<file path="config.mk">
export PLATFORM = sky130hd
export DESIGN_NAME = alu_regfile_ctrl
export DESIGN_NICKNAME = d
export VERILOG_FILES = /design/src/rtl/alu_regfile_ctrl_pkg.sv /design/src/rtl/alu_regfile.sv /design/src/rtl/alu_regfile_ctrl.sv
export SDC_FILE = /design/constraint.sdc
export NUM_CORES = 1
export LEC_CHECK = 0
export CORE_ASPECT_RATIO = 0.7
export CORE_UTILIZATION = 35
export CTS_CLUSTER_SIZE = 10
export DETAILED_ROUTE_END_ITERATION = 8
export GPL_TIMING_DRIVEN = 1
export PLACE_DENSITY = 0.65
export SLEW_MARGIN = 30
export SYNTH_ARGS = -nofsm -noshare
export SYNTH_HDL_FRONTEND = slang
export SYNTH_SLANG_ARGS = --single-unit
</file>
<file path="constraint.sdc">
create_clock -name clk -period 3.35 [get_ports clk]
set_input_delay 0.5025 -clock clk [delete_from_list [all_inputs] [get_ports clk]]
set_output_delay 0.5025 -clock clk [all_outputs]
set_load 0.03 [all_outputs]
</file>
<file path="src/rtl/alu_regfile_ctrl_pkg.sv">
// Shared definitions for the ALU register-file controller: opcode map, FSM states, defaults.
package alu_regfile_ctrl_pkg;

  localparam int WIDTH_DEF = 9;
  localparam int NREG_DEF  = 4;
  localparam int NRD       = 3;  // read ports: operand A, operand B, debug

  typedef enum logic [3:0] {
    OP_ADD   = 4'd0,
    OP_SUB   = 4'd1,
    OP_DECB  = 4'd2,
    OP_MUL   = 4'd3,
    OP_LAND  = 4'd4,
    OP_LOR   = 4'd5,
    OP_LNOT  = 4'd6,
    OP_NOT   = 4'd7,
    OP_AND   = 4'd8,
    OP_OR    = 4'd9,
    OP_XOR   = 4'd10,
    OP_SHL   = 4'd11,
    OP_SHR   = 4'd12,
    OP_INC   = 4'd13,
    OP_DEC   = 4'd14,
    OP_PASSB = 4'd15
  } alu_op_e;

  typedef enum logic {
    IDLE = 1'b0,
    EXEC = 1'b1
  } state_e;

endpackage

</file>
<file path="src/rtl/alu_regfile.sv">
// Register array: one synchronous write port, NRD combinational read ports.
module alu_regfile
  import alu_regfile_ctrl_pkg::*;
#(
  parameter  int WIDTH = WIDTH_DEF,
  parameter  int NREG  = NREG_DEF,
  localparam int AW    = $clog2(NREG)
) (
  input  logic                      clk,
  input  logic                      rst_n,
  input  logic                      we,
  input  logic [AW-1:0]             waddr,
  input  logic [WIDTH-1:0]          wdata,
  input  logic [NRD-1:0][AW-1:0]    raddr,
  output logic [NRD-1:0][WIDTH-1:0] rdata
);

  logic [NREG-1:0][WIDTH-1:0] regs_q, regs_d;

  always_comb begin
    regs_d = regs_q;
    if (we) regs_d[waddr] = wdata;
  end

  always_ff @(posedge clk or negedge rst_n) begin
    if (!rst_n) regs_q <= '0;
    else        regs_q <= regs_d;
  end

  for (genvar g = 0; g < NRD; g++) begin : g_rd
    assign rdata[g] = regs_q[raddr[g]];
  end

endmodule

</file>
<file path="src/rtl/alu_regfile_ctrl.sv">
// Two-state controller: loads write in IDLE, ALU ops latch operands then write back from EXEC.
module alu_regfile_ctrl
  import alu_regfile_ctrl_pkg::*;
#(
  parameter  int WIDTH = WIDTH_DEF,
  parameter  int NREG  = NREG_DEF,
  localparam int AW    = $clog2(NREG)
) (
  input  logic             clk,
  input  logic             rst_n,
  input  logic             instr_valid,
  output logic             instr_ready,
  input  logic             instr_ld,
  input  logic [3:0]       instr_op,
  input  logic [AW-1:0]    instr_rd,
  input  logic [AW-1:0]    instr_ra,
  input  logic [AW-1:0]    instr_rb,
  input  logic [WIDTH-1:0] instr_imm,
  output logic [WIDTH-1:0] alu_a,
  output logic [WIDTH-1:0] alu_b,
  output logic [3:0]       alu_sel,
  input  logic [WIDTH-1:0] alu_z,
  output logic             res_valid,
  output logic [WIDTH-1:0] res_data,
  output logic             res_zero,
  input  logic [AW-1:0]    dbg_addr,
  output logic [WIDTH-1:0] dbg_data
);

  state_e              state_q, state_d;
  logic [WIDTH-1:0]    alu_a_q, alu_a_d;
  logic [WIDTH-1:0]    alu_b_q, alu_b_d;
  alu_op_e             alu_sel_q, alu_sel_d;
  logic [AW-1:0]       rd_q, rd_d;
  logic [WIDTH-1:0]    res_data_q, res_data_d;
  logic                res_valid_q, res_valid_d;

  logic                we;
  logic [AW-1:0]       waddr;
  logic [WIDTH-1:0]    wdata;
  logic [NRD-1:0][AW-1:0]    raddr;
  logic [NRD-1:0][WIDTH-1:0] rdata;

  assign raddr = {dbg_addr, instr_rb, instr_ra};

  alu_regfile #(.WIDTH(WIDTH), .NREG(NREG)) u_rf (
    .clk   (clk),
    .rst_n (rst_n),
    .we    (we),
    .waddr (waddr),
    .wdata (wdata),
    .raddr (raddr),
    .rdata (rdata)
  );

  always_comb begin
    state_d     = state_q;
    alu_a_d     = alu_a_q;
    alu_b_d     = alu_b_q;
    alu_sel_d   = alu_sel_q;
    rd_d        = rd_q;
    res_data_d  = res_data_q;
    res_valid_d = 1'b0;
    we          = 1'b0;
    waddr       = instr_rd;
    wdata       = instr_imm;
    case (state_q)
      IDLE: begin
        if (instr_valid) begin
          if (instr_ld) begin
            we          = 1'b1;
            res_data_d  = instr_imm;
            res_valid_d = 1'b1;
          end else begin
            alu_a_d   = rdata[0];
            alu_b_d   = rdata[1];
            alu_sel_d = alu_op_e'(instr_op);
            rd_d      = instr_rd;
            state_d   = EXEC;
          end
        end
      end
      EXEC: begin
        // destination comes from the latched rd, not the live instruction bus
        we          = 1'b1;
        waddr       = rd_q;
        wdata       = alu_z;
        res_data_d  = alu_z;
        res_valid_d = 1'b1;
        state_d     = IDLE;
      end
      default: state_d = IDLE;
    endcase
  end

  always_ff @(posedge clk or negedge rst_n) begin
    if (!rst_n) begin
      state_q     <= IDLE;
      alu_a_q     <= '0;
      alu_b_q     <= '0;
      alu_sel_q   <= OP_ADD;
      rd_q        <= '0;
      res_data_q  <= '0;
      res_valid_q <= 1'b0;
    end else begin
      state_q     <= state_d;
      alu_a_q     <= alu_a_d;
      alu_b_q     <= alu_b_d;
      alu_sel_q   <= alu_sel_d;
      rd_q        <= rd_d;
      res_data_q  <= res_data_d;
      res_valid_q <= res_valid_d;
    end
  end

  assign instr_ready = (state_q == IDLE);
  assign alu_a       = alu_a_q;
  assign alu_b       = alu_b_q;
  assign alu_sel     = alu_sel_q;
  assign res_valid   = res_valid_q;
  assign res_data    = res_data_q;
  assign res_zero    = (res_data_q == '0);
  assign dbg_data    = rdata[2];

endmodule

</file>
==> results_dict.tcl, run 1 <==
set metrics [dict create \
    route.met3.wl_um 564 \
    track_usage_pct 18.1 \
    antenna_cells 0 \
    yosys.area_share.simple_pct 5.41 \
    hold_viol 0 \
    clkSinkCount 71 \
    synth_mux_area_share_pct 33.1 \
    leakage_nw 1.86 \
    ff2ff_path_depth 4 \
    outcome "complete, no violations" \
    r2r_start "state_q" \
    synth_top_family_by_area "multiplexers" \
    synth_nets 294 \
    grt-ovfl-total 0 \
    worst_ir_drop_vdd_mv 0.362 \
    numCtsBuffers 9 \
    ys_ff_latch 71 \
    rsz0062_at_grt "no" \
    worstPathMaxFanout 9 \
    slew-limit-headroom_pct 57.3 \
    fill_cells 850 \
    yosysSeqAreaShare_pct 48.3 \
    die_area_um2 10900 \
    synth_compound_area_share_pct 7.42 \
    layout-drive-gt1-share_pct 30.4 \
    pre_cts_slack_ns 0.456 \
    netlist_instances 260 \
    reg2reg_slack_ns 1.15 \
    route.detailed.drc 0 \
    postCtsSetupBuffers 0 \
    dieWidth_um 125 \
    crit_path_start_kind "input pin" \
    drt-pass1-iter-count 4 \
    hold_path.class "in -> async" \
    tns_ns 0 \
    synthAdderAreaFrac_pct 0 \
    crit_slowest_cell "clkdlybuf4s50_1" \
    initial_core_util_pct 37.0 \
    postCtsResizedCells 0 \
    syn_to_final_growth_pct 30.7 \
    synth_xor_area_share_pct 0 \
    synth_warnings 0 \
    antenna_found_initial 0 \
    io-pin-count 77 \
    synth_cell_type_count 29 \
    p_per_area_nw_per_um2 772 \
    skew_ns 0.00642 \
    maxCapViolCount 0 \
    crit_path_start "dbg_addr[0]" \
    period_share_pct 85.8 \
    syn_area_um2 3680 \
    cp.arrival_ns 2.37 \
    vias_per_cell 5.33 \
    wl_met1_um 4390 \
    setup_viol 0 \
    place_congestion 0.760 \
    wl_um 9240 \
    async_flop_share_pct 100 \
    drt-initial-drc-count 157 \
    clk_pin_slew_worst_paths_ns 0.06 \
    utilization_pct 48.3 \
    cpMostUsedCell "clkdlybuf4s50_1" \
    drv_slew 0 \
    top_layer_used "met4" \
    max_slew.worst_pin.slew_ns 0.638 \
    cts_tree "built" \
    io_buffers 76 \
    path_cells "clkdlybuf4s50_1, buf_4, mux4_2, clkdlybuf4s50_1" \
    grt_pass1_wl_um 14500 \
    hpwl_um 6300 \
    num_vias 2466 \
    crit_path_max_incr_delay_ns 0.61 \
    critPathRequiredTime_ns 2.85 \
    nets 364 \
    postCtsHoldBufs 0 \
    root_buffer "clkbuf_16" \
    syn_area_per_cell_um2 14.1 \
    h-tree-depth 3 \
    fp-row-count 30 \
    endpoint_kind "output port" \
    setup_ws_ns 0.477 \
    synth_flop_cell "dfrtp_1" \
    p_total_w 0.00371 \
    synth_top_cell_by_area "dfrtp_1" \
    grt_max_degree 40 \
    ant_nets 0 \
    synth_top_area_share_pct 48.3 \
    path_class "in -> out" \
    fmax_mhz 348 \
    synth_edf_count 0 \
    holdWs_ns 0.103 \
    grt_pass1_vias 2546 \
    die_h_um 87.8 \
    routed-wl-met2_um 4260 \
    coreArea_um2 9950 \
    clk-insertion-delay-late_ns 0.33 \
    synth_area_leaders "dfrtp_1, mux4_2, mux2_2, o22a_1, nand2_1" \
    clock_path_buffers 2 \
    min_period_ns 2.87 \
    wire_per_inst_um 20.0 \
]
-- stage by stage --
stage                     cell area (um^2)  cells
after floorplan                       3680    260
after detailed placement              4470    446
after global routing                  4800    463
final                                 4800    463
after CTS                             4780    462
after global placement                4470    446
-- routing by layer --
layer | up-vias | GRT usage [%]
li1 | 1108 | -
met1 | 1273 | 24.6
met2 | 81 | 27.8
met3 | 4 | 7.09
met4 | 0 | 3.29
met5 | - | 0
-- synth_stat cells (all sizes together) (2+ instances only) --
master	n
dfrtp	71
mux2	45
mux4	27
nand2	27
buf	24
o22a	18
a21oi	11
mux2i	10
nor2	10
and2	2
clkbuf	2
inv	2
nor4	2
o22ai	2
-- worst max-delay path: cells and delay by family --
family	cells	cell delay [ns]
buffers and inverters	3	1.31
multiplexers	1	0.55
-- where the power goes --
| part | switching [W] | total (W) | internal (W) |
|---|---|---|---|
| clock | 0.000355 | 0.000989 | 0.000635 |
| sequential | 0.000231 | 0.00137 | 0.00114 |
| combinational | 0.000635 | 0.00135 | 0.000716 |
| total | 0.00122 | 0.00371 | 0.00249 |
-- state kept, by name, summed over array words and instances, names as in the netlist --
register     count
res_data         9
res_valid        1
alu_a            9
rd_q             2
state_q          1
alu_b            9
alu_sel          4
u_rf.regs_q     36
-- placed cells by master, fill, tap and decap left out --
cell type | netlist | layout
clkbuf_8 | 0 | 3
a21o_1 | 1 | 1
bufinv_16 | 0 | 1
nand2_1 | 27 | 27
a21oi_4 | 2 | 2
dfrtp_1 | 71 | 71
mux2i_1 | 9 | 9
mux4_2 | 27 | 27
inv_1 | 2 | 2
buf_2 | 7 | 1
buf_4 | 10 | 8
o21ai_0 | 1 | 1
o22a_1 | 18 | 18
o22ai_2 | 2 | 2
a21oi_1 | 9 | 9
clkdlybuf4s50_1 | 0 | 75
mux2_2 | 44 | 44
clkinv_8 | 1 | 1
nand2b_1 | 1 | 1
mux2i_2 | 1 | 1
clkbuf_16 | 0 | 9
nor2_1 | 10 | 10
buf_16 | 0 | 1
mux2_1 | 1 | 1
clkbuf_1 | 2 | 1
clkinv_2 | 0 | 2
and2_1 | 2 | 2
nand4bb_1 | 1 | 1
nand4b_1 | 1 | 1
nor4_1 | 2 | 2
or3b_1 | 1 | 1
-- kinds of logic after synthesis --
group / count (synthesis)
AOI/OAI and AO/OA: 33
buffers and inverters: 29
DFF: 71
muxes: 82
and+or+nand+nor: 45
-- final timing paths --
kind | end
setup reg to reg | u_rf.regs_q[20]
max in group asynchronous | u_rf.regs_q[5]
min in group clk | alu_sel[1]
setup / recovery | dbg_data[1]
hold / removal | u_rf.regs_q[26]
hold reg to reg | alu_sel[1]
-- final cells by class --
class	count	area, um^2	share of cell area [%]
repair buffers	85	843	17.6
inverters	3	23.8	0.495
well taps	128	160	3.33
flip-flops and latches	71	1780	37.0
multi-input cells	160	1690	35.2
clock buffers	13	270	5.62
clock inverters	3	40.0	0.833
Power figures use the tool's default switching activity.
==> run 2, diff against run 1 <==
MAX_ROUTING_LAYER = met4   (was default)
==> results_dict.tcl, run 2 (synthesized netlist as in run 1, its figures left out) <==
set metrics [dict create \
    worstPathMaxFanout 9 \
    nets 363 \
    postCtsResizedCells 0 \
    cp_top_family "buffers and inverters" \
    crit_path_max_incr_delay_ns 0.61 \
    initial_core_util_pct 37.0 \
    wire_per_inst_um 19.8 \
    critPathBufInv 3 \
    postCtsHoldBufs 0 \
    grt-ovfl-total 0 \
    layout-drive-gt1-share_pct 30.2 \
    hpwl_um 6300 \
    drv_slew 0 \
    final_common_cell "clkdlybuf4s50_1" \
    num_vias 2455 \
    outcome "complete, no violations" \
    path_class "in -> out" \
    largest-register "u_rf.regs_q" \
    root_buffer "clkbuf_16" \
    cpMostUsedCell "clkdlybuf4s50_1" \
    critPathRequiredTime_ns 2.85 \
    max_slew.worst_pin.slew_ns 0.876 \
    skew_ns 0.00626 \
    largest_reg_flops 36 \
    cts_tree "built" \
    die_h_um 87.8 \
    fill_cells 855 \
    route.detailed.drc 0 \
    fmax_mhz 348 \
    antenna_found_initial 0 \
    path_cells "clkdlybuf4s50_1, buf_4, mux4_2, clkdlybuf4s50_1" \
    setup_viol 0 \
    io_buffers 76 \
    slew-limit-headroom_pct 41.6 \
    cp.arrival_ns 2.37 \
    clk-insertion-delay-late_ns 0.33 \
    worst_ir_drop_vdd_mv 0.363 \
    tns_ns 0 \
    track_usage_pct 18.7 \
    syn_to_final_growth_pct 29.9 \
    vias_per_cell 5.31 \
    hold_path.class "in -> async" \
    numCtsBuffers 9 \
    period_share_pct 85.7 \
    dpl-instance-area_um2 4470 \
    io-pin-count 77 \
    p_per_area_nw_per_um2 773 \
    fp-row-count 30 \
    crit_path_start_kind "input pin" \
    maxCapViolCount 0 \
    antenna_cells 0 \
    p_total_w 0.00369 \
    leakage_nw 1.84 \
    coreArea_um2 9950 \
    crit_slowest_cell "clkdlybuf4s50_1" \
    min_period_ns 2.87 \
    place_congestion 0.770 \
    clock_path_buffers 2 \
    dieWidth_um 125 \
    clk_pin_slew_worst_paths_ns 0.06 \
    grt_pass1_vias 2544 \
    postCtsSetupBuffers 0 \
    drt-initial-drc-count 184 \
    holdWs_ns 0.293 \
    die_area_um2 10900 \
    rsz0062_at_grt "no" \
    grt_pass1_wl_um 14500 \
    ant_nets 0 \
    design_area_um2 4780 \
    h-tree-depth 3 \
    wl_um 9160 \
    drt-pass1-iter-count 4 \
    grt_max_degree 40 \
    endpoint_kind "output port" \
    hold_viol 0 \
    clkSinkCount 71 \
    final_cell_mix "clkdlybuf4s50_1, dfrtp_1, mux2_2" \
]
[run 2: cell count changes in the layout (fill, tap and decap cells not counted)]
cell	delta
buf_16	-1
[run 2: power breakdown]
part	total (W)	internal (W)	leakage [nW]	switching, W
sequential	0.00136	0.00114	0.807	0.000228
combinational	0.00135	0.000713	0.882	0.000634
clock	0.000984	0.000635	0.156	0.000349
[run 2: worst paths after layout]
kind / startpoint / endpoint / slack, ns / cells past startpoint
worst min register to register: alu_sel[1] / alu_sel[1] / 0.48 / 2
min in group clk: alu_sel[1] / alu_sel[1] / 0.48 / 2
worst max-delay path: dbg_addr[0] / dbg_data[5] / 0.48 / 4
max in group asynchronous: rst_n / u_rf.regs_q[5] / 2.25 / 2
worst max register to register: state_q / u_rf.regs_q[20] / 1.14 / 4
worst min-delay path: rst_n / u_rf.regs_q[26] / 0.29 / 1
[run 2: layout make-up]
type | count | area, um^2 | area share [%]
Clock inverter | 3 | 40.0 | 0.838
Timing Repair Buffer | 84 | 816 | 17.1
Clock buffer | 13 | 270 | 5.66
Inverter | 3 | 23.8 | 0.498
Tap cell | 128 | 160 | 3.35
Multi-Input combinational cell | 160 | 1690 | 35.4
Sequential cell | 71 | 1780 | 37.2
[run 2: per-layer routing]
metal,GRT usage (%),wire length [um]
met5,-,0
met4,3.29,43
met3,6.96,594
met2,27.9,4060
met1,24.5,4460
[run 2: per-stage QoR]
stage	instances	utilization [%]	setup WS [ns]
after global routing	462	48.0	0.409
after floorplan	260	-	1.10
final	462	48.0	0.479
after detailed placement	446	44.9	0.456
after CTS	462	48.0	0.458
after global placement	446	44.9	0.464
